--- config.mk ---
export PLATFORM = sky130hd
export DESIGN_NAME = instr_feeder
export DESIGN_NICKNAME = d
export VERILOG_FILES = /design/src/rtl/instr_feeder.sv
export SDC_FILE = /design/constraint.sdc
export NUM_CORES = 1
export LEC_CHECK = 0
export CORE_MARGIN = 5
export CORE_UTILIZATION = 40
export CTS_CLUSTER_DIAMETER = 60
export DETAILED_ROUTE_END_ITERATION = 10
export SYNTH_ARGS = -nofsm -noshare
export SYNTH_HDL_FRONTEND = slang
export SYNTH_SLANG_ARGS = --single-unit
--- constraint.sdc ---
create_clock -name i_clk -period 3.75 [get_ports i_clk]
set_clock_uncertainty 0.05 [all_clocks]
set_input_delay 0.9375 -clock i_clk [delete_from_list [all_inputs] [get_ports i_clk]]
set_output_delay 0.9375 -clock i_clk [all_outputs]
set_load 0.02 [all_outputs]
--- src/rtl/instr_feeder.sv ---
// Instruction sequencer: fetches words from a small program RAM and drives them to the
// processor on DIN with a one-cycle Run strobe, pacing on Done with a timeout guard.
module instr_feeder #(
  parameter int AW      = 5,
  parameter int TIMEOUT = 16
) (
  input  logic          i_clk,
  input  logic          i_rst,
  input  logic          i_start,
  input  logic          i_wr_en,
  input  logic [AW-1:0] i_wr_addr,
  input  logic [15:0]   i_wr_data,
  input  logic          i_done,
  output logic [15:0]   o_din,
  output logic          o_run,
  output logic [AW-1:0] o_pc,
  output logic          o_busy,
  output logic          o_halted,
  output logic          o_error,
  output logic [15:0]   o_instr_count
);
  localparam int         DEPTH   = 1 << AW;
  localparam logic [2:0] OP_MVI  = 3'b001;
  localparam logic [2:0] OP_HALT = 3'b111;

  typedef enum logic [2:0] {
    S_IDLE, S_FETCH, S_ISSUE, S_IMM, S_WAIT, S_HALTED, S_ERROR
  } state_t;

  state_t        r_state, w_state_nxt;
  logic [15:0]   r_mem [DEPTH];
  logic [15:0]   r_din, w_din_nxt;
  logic          r_run, w_run_nxt;
  logic [AW-1:0] r_pc, w_pc_nxt;
  logic          r_busy, w_busy_nxt;
  logic          r_halted, w_halted_nxt;
  logic          r_error, w_error_nxt;
  logic [15:0]   r_icnt, w_icnt_nxt;
  logic [7:0]    r_tcnt, w_tcnt_nxt;
  logic [7:0]    w_tcnt_inc;
  logic [AW-1:0] w_pc_p1, w_pc_p2;
  logic [15:0]   w_word, w_imm;

  assign w_pc_p1    = r_pc + AW'(1);
  assign w_pc_p2    = r_pc + AW'(2);
  assign w_word     = r_mem[r_pc];
  assign w_imm      = r_mem[w_pc_p1];
  assign w_tcnt_inc = r_tcnt + 8'd1;

  // Writes are only taken while idle, so the running program never changes underneath us.
  always_ff @(posedge i_clk) begin
    if (i_wr_en && !r_busy) r_mem[i_wr_addr] <= i_wr_data;
  end

  always_ff @(posedge i_clk or posedge i_rst) begin
    if (i_rst) begin
      r_state  <= S_IDLE;
      r_din    <= '0;
      r_run    <= 1'b0;
      r_pc     <= '0;
      r_busy   <= 1'b0;
      r_halted <= 1'b0;
      r_error  <= 1'b0;
      r_icnt   <= '0;
      r_tcnt   <= '0;
    end else begin
      r_state  <= w_state_nxt;
      r_din    <= w_din_nxt;
      r_run    <= w_run_nxt;
      r_pc     <= w_pc_nxt;
      r_busy   <= w_busy_nxt;
      r_halted <= w_halted_nxt;
      r_error  <= w_error_nxt;
      r_icnt   <= w_icnt_nxt;
      r_tcnt   <= w_tcnt_nxt;
    end
  end

  always_comb begin
    w_state_nxt  = r_state;
    w_din_nxt    = r_din;
    w_run_nxt    = 1'b0;
    w_pc_nxt     = r_pc;
    w_halted_nxt = r_halted;
    w_error_nxt  = r_error;
    w_icnt_nxt   = r_icnt;
    w_tcnt_nxt   = r_tcnt;
    case (r_state)
      S_IDLE, S_HALTED, S_ERROR: begin
        if (i_start) begin
          w_state_nxt  = S_FETCH;
          w_pc_nxt     = '0;
          w_icnt_nxt   = '0;
          w_tcnt_nxt   = '0;
          w_halted_nxt = 1'b0;
          w_error_nxt  = 1'b0;
        end
      end
      S_FETCH: begin
        if (w_word[8:6] == OP_HALT) begin
          // HALT consumes its word so PC still names the next unfetched address
          w_state_nxt  = S_HALTED;
          w_halted_nxt = 1'b1;
          w_pc_nxt     = w_pc_p1;
        end else if (w_word[8:6] == OP_MVI && r_pc == AW'(DEPTH - 1)) begin
          w_state_nxt = S_ERROR;
          w_error_nxt = 1'b1;
        end else begin
          w_state_nxt = S_ISSUE;
          w_din_nxt   = w_word;
          w_run_nxt   = 1'b1;
          w_tcnt_nxt  = '0;
        end
      end
      S_ISSUE: begin
        if (r_din[8:6] == OP_MVI) begin
          w_state_nxt = S_IMM;
          w_din_nxt   = w_imm;
          w_pc_nxt    = w_pc_p2;
        end else begin
          w_state_nxt = S_WAIT;
          w_pc_nxt    = w_pc_p1;
        end
      end
      S_IMM, S_WAIT: begin
        if (i_done) begin
          w_icnt_nxt = r_icnt + 16'd1;
          w_tcnt_nxt = '0;
          if (r_pc == '0) begin
            w_state_nxt  = S_HALTED;
            w_halted_nxt = 1'b1;
          end else begin
            w_state_nxt = S_FETCH;
          end
        end else begin
          w_tcnt_nxt = w_tcnt_inc;
          if (r_state == S_IMM) begin
            w_state_nxt = S_WAIT;
          end else if (w_tcnt_inc == 8'(TIMEOUT)) begin
            w_state_nxt = S_ERROR;
            w_error_nxt = 1'b1;
          end
        end
      end
      default: w_state_nxt = S_IDLE;
    endcase
    w_busy_nxt = (w_state_nxt == S_FETCH) || (w_state_nxt == S_ISSUE) ||
                 (w_state_nxt == S_IMM)   || (w_state_nxt == S_WAIT);
  end

  assign o_din         = r_din;
  assign o_run         = r_run;
  assign o_pc          = r_pc;
  assign o_busy        = r_busy;
  assign o_halted      = r_halted;
  assign o_error       = r_error;
  assign o_instr_count = r_icnt;

endmodule

# After elaboration in Yosys (flattened, before gate mapping)
# Memory sizes are Yosys's and may differ from the RTL's.
# Index checks and enable logic that the tools add are counted.
dict set report classes {
  reduce_logical 20
  eq_ne 26
  addsub 4
  n_mux 41
}
# cell n
set op_table {}
lappend op_table {{$mux W16} 5}
lappend op_table {{$pmux W16 S2} 2}
lappend op_table {{$mux W8} 4}
lappend op_table {{$mux W3} 8}
lappend op_table {{$pmux W8 S3} 1}
lappend op_table {{$ne A2 B2 Y1 const B} 11}
lappend op_table {{$add A16 B1 Y16 const B} 1}
lappend op_table {{$eq A3 B3 Y1 const B} 5}
lappend op_table {{$mux W5} 3}
lappend op_table {{$pmux W5 S3} 1}
lappend op_table {{$mux W1} 14}
lappend op_table {{$eq A3 B1 Y1 const B} 4}
lappend op_table {{$eq A3 B2 Y1 const B} 4}
lappend op_table {{$pmux W3 S4} 1}
lappend op_table {{$add A8 B1 Y8 const B} 1}
lappend op_table {{$eq A8 B5 Y1 const B} 1}
lappend op_table {{$reduce_and A4 Y1} 2}
lappend op_table {{$reduce_and A7 Y1} 1}
lappend op_table {{$pmux W1 S3} 2}
lappend op_table {{$reduce_and A3 Y1} 2}
lappend op_table {{$reduce_bool A3 Y1} 2}
lappend op_table {{$add A5 B1 Y5 const B} 1}
lappend op_table {{$add A5 B2 Y5 const B} 1}
lappend op_table {{$eq A5 B5 Y1 const B} 1}
lappend op_table {{other kinds (9)} 13}
dict set report word_totals {
  output_inout_bits 41
  memories 1
  wordCells 101
  ff_bits 52
  ram_bits 512
}
# name depth width read_ports rd_clocked_by_memory_dff write_ports line_no
set mem_list {}
lappend mem_list {r_mem 32 16 2 0 1 31} ;# logic [15:0] r_mem [DEPTH];

# Longest topological paths before layout
dict set report logic_depth {
  ltp_word 10
  depth_mapped 16
  mapped_depth_nobuf 9
}

# Worst setup path before layout
# Ideal clock, no wire load.
dict set report synth_timing {
  path_kind {register -> register}
  start {reg r_pc[1] (netlist: o_pc[1])}
  end {reg r_din[10] (netlist: o_din[10])}
  stages_incl_launch_ff 15
  arrival_time_ps 3361
  synth_period_minus_slack_ps 3539
  path_slack_ps 211
  path_buffers 7
  cell_sequence {dfrtp_1 -> buf_4 -> buf_6 -> buf_4 -> inv_1 -> ha_1 -> clkbuf_1 -> buf_4 -> buf_4 -> buf_2 -> mux4_2 -> o221ai_1 -> o31ai_1 -> a211o_1 -> mux2_1}
}
dict set report synth_via {
  elab_chain_len 5
  elab_cells_between_ends 13
  cone_classes {add/sub (1); eq/ne (5); mux (4); reduce/logical (2); memory (1)}
}
# item line_no
set synth_rtl {}
lappend synth_rtl {{from (decl)} 34} ;# logic [AW-1:0] r_pc, w_pc_nxt;
lappend synth_rtl {{from (signal assigned)} 70} ;# r_pc <= w_pc_nxt;
lappend synth_rtl {{branches (longest 5 deep; another with $mem_v2 Z32 W16)} --}
lappend synth_rtl {{to (signal assigned)} 68} ;# r_din <= w_din_nxt;
lappend synth_rtl {{to (decl)} 32} ;# logic [15:0] r_din, w_din_nxt;
# Several ways; the timed one is not identified. The select of a mux whose other input is x is not followed.
# A chain may end at the register's enable or synchronous reset.

# Worst setup path in the final report
dict set report layout_timing {
  start {reg r_pc[0] (netlist: o_pc[0])}
  end {reg r_din[11] (netlist: o_din[11])}
}
# Same word-level chain as after synthesis.

==> run metrics <==
Filler Cell Count between 5,000 and 6,000; violation count after the first detailed-routing iteration 1,502; largest fanout of any net on the critical path 39; insertion delay of the later-clocked pin in the worst-skew pair 630 ps; worst path required time 4230 ps; power per standard cell area around 670 mW/mm^2; Crit path buffers/inverters 2; antenna cells 0; fraction of synthesis flops using an asynchronous set or reset pin 0.0922; Crit-path slowest cell sky130_fd_sc_hd__a2111oi_1; DR pass1 iterations 5; Synth Flop Type sky130_fd_sc_hd__edfxtp_1; status complete, no violations; count of buffers from port buffering between 60 and 70; num ports 67; Synth top area share 0.575; routability congestion estimate from global placement 0.920; worst-case headroom to the max-slew limit 0.234; flip-flop and latch count after synthesis ~560; number of flops mapped to enable cells by yosys 512; Netlist cell types 71; CP max stage delay around 580 ps; number of logic stages on the critical path including buffering 9; post-layout net count between 1,500 and 2,000; Post-Synthesis Net Count between 1,500 and 2,000; Setup crit end kind flop; standard-cell row count 94; DR vias around 16,000; detailed-route DRC error count 0; class of the most critical setup path flop to flop; Area Overhead vs Synth 15.4%; antenna violations before repair 2; CP startpoint kind flop; Worst Reg2Reg Path Length in Cells 9; most frequent CP cell sky130_fd_sc_hd__buf_4; number of vias per cell 6.15; worst hold path stage count 1; Total Neg Setup Slack 0 ps; maximum level of the CTS H-tree 2; largest net degree at the start of global routing between 100 and 150; count of buffers added by post-CTS timing repair for setup 0; peak supply drop slightly above 500 uV; Resize count post-CTS 0; Clock Tree Root sky130_fd_sc_hd__clkbuf_16; number of clock buffers inserted by TritonCTS slightly below 60; final hold viol count 0; finished layout cell area about 0.031 mm^2; TritonCTS clock tree yes; fraction of final layout cells with drive strength greater than 1 0.280; Clk pin slew, worst setup/hold paths 60 ps; effective utilization at floorplan 0.405; total half-perimeter wirelength after legalization and detailed placement a little under 50,000 um; class of the most critical hold timing path flop to flop; Die Width between 200 and 300 um; number of sinks driven by the clock tree between 500 and 600; Synthesis Warnings 0; Longest Clk Path Bufs 3; minimum clock period after layout 3520 ps; most area-hungry cell type in the Yosys netlist sky130_fd_sc_hd__edfxtp_1; number of global-route vias before repair around 16,000; Post-synth top cells 512 x sky130_fd_sc_hd__edfxtp_1, 237 x sky130_fd_sc_hd__mux4_2, 75 x sky130_fd_sc_hd__nor2_1; cell family with the largest share of critical-path delay multiplexers; Cell Chain, Critical Path buf_4 -> mux4_2 -> nor2b_1 -> a2111oi_1 -> nor4_2 -> nand3_2 -> nand3_4 -> buf_4 -> mux2i_1; Max Cap Violations 0; pins over their slew limit 0; hold buffers post-CTS 0; core area ~0.066 mm^2; die footprint between 0.07 and 0.08 mm^2; share of synthesized area occupied by flip-flops and latches 0.623; pin slew with the least headroom to its limit 1150 ps; Total Wirelength just over 70,000 um; wire length of the first global-routing pass between 100,000 and 150,000 um; part of the cycle the worst path needs 0.938; placed instance area roughly 0.029 mm^2; Netlist Area Pre-Place approximately 0.027 mm^2; count of endpoints failing setup in the final report 0; Chip Height approximately 270 um; mean instance size in the synthesized netlist between 15 and 20 um^2; leakage power approximately 10 nW; Detail Route Antenna Nets 0; Crit path arrival time 3990 ps; cells after synthesis about 1,500; GRT Total Usage 0.199; achievable frequency about 0.28 GHz; Wirelength per Cell 27.8 um; unrepaired setup endpoints after global routing no; top cells by area in the synthesized netlist sky130_fd_sc_hd__edfxtp_1 57%, sky130_fd_sc_hd__mux4_2 20%, sky130_fd_sc_hd__dfrtp_1 4.9%, sky130_fd_sc_hd__mux2i_1 2.8%, sky130_fd_sc_hd__nor2_1 1.1%; most common cell in the netlist sky130_fd_sc_hd__edfxtp_1; total global routing overflow 0
-- cell type report --
type,count,area [um^2],share of cell area
multi-input cells,845,9530,0.309
flip-flops and latches,564,16700,0.540
well taps,864,1080,0.0350
clock inverters,34,303,0.00980
clock buffers,75,1570,0.0508
inverters,30,113,0.00365
repair buffers,183,1600,0.0519
-- metrics by stage --
step / hold slack (ps) / worst slack (ps) / std cells / util / power (W)
3_5_place_dp: 454 / 333 / 2486 / 0.439 / 0.0153
6_report: 469 / 233 / 2595 / 0.467 / 0.0208
5_1_grt: 479 / 90.7 / 2595 / 0.467 / 0.0217
3_3_place_gp: 451 / 361 / 2486 / 0.439 / 0.0152
4_1_cts: 467 / 307 / 2595 / 0.467 / 0.0210
2_1_floorplan: 443 / 211 / 1543 / - / 0.0128
-- cells in the final DEF, fill, tap and decap left out, drive strengths merged, types with 16 or more instances in the layout --
cell type      count
inv               32
clkdlybuf4s50     66
nand2             59
o21ai             40
buf              117
nor2              75
dfrtp             52
clkbuf            75
a22oi             30
mux2i             74
a22o              16
o221ai            18
mux4             237
nand3             37
clkinv            25
a21oi             40
edfxtp           512
-- path summary, 6_finish.rpt --
path	end	startpoint	slack (ps)
worst min-delay path	o_halted	o_halted	470
worst min register to register	o_halted	o_halted	470
worst max-delay path	o_din[11]	o_pc[0]	230
max in group asynchronous	o_pc[0]	i_rst	2310
worst max register to register	o_din[11]	o_pc[0]	230
min in group asynchronous	o_instr_count[9]	i_rst	620
-- registers in the layout, indices dropped and copies added (netlist names) --
name	flops
r_mem	512
o_din	16
o_instr_count	16
r_tcnt	8
o_pc	5
r_state	3
o_busy	1
o_error	1
o_halted	1
o_run	1
-- logic make-up (layout without fill, tap and decap cells) --
family | Yosys count | count (layout) | share of synthesized area
muxes | 317 | 317 | 0.230
adders and majority gates | 6 | 6 | 0.00281
xor gates and xnor gates | 19 | 19 | 0.00622
and+or+nand+nor | 266 | 266 | 0.0507
DFF | 564 | 564 | 0.623
buffers and inverters | 134 | 322 | 0.0248
AOI/OAI and AO/OA | 237 | 237 | 0.0625
-- metal layers --
metal  vias up  routed length [um]  GRT usage  share of wire
met4         4                2210     0.0574          0.031
li1       6737                   -          -              -
met3       130                4940     0.0324          0.068
met2       653               35200      0.329           0.49
met1      8441               29800      0.278           0.41
met5         -                  25          0        0.00035
-- power breakdown --
| part | leakage, nW | internal [W] | switching [W] |
|---|---|---|---|
| combinational | 3.79 | 0.00351 | 0.00426 |
| sequential | 5.28 | 0.00707 | 0.000269 |
| clock | 0.903 | 0.00328 | 0.00243 |
| total | 9.97 | 0.0139 | 0.00696 |
(Power assumes the default switching activity.)
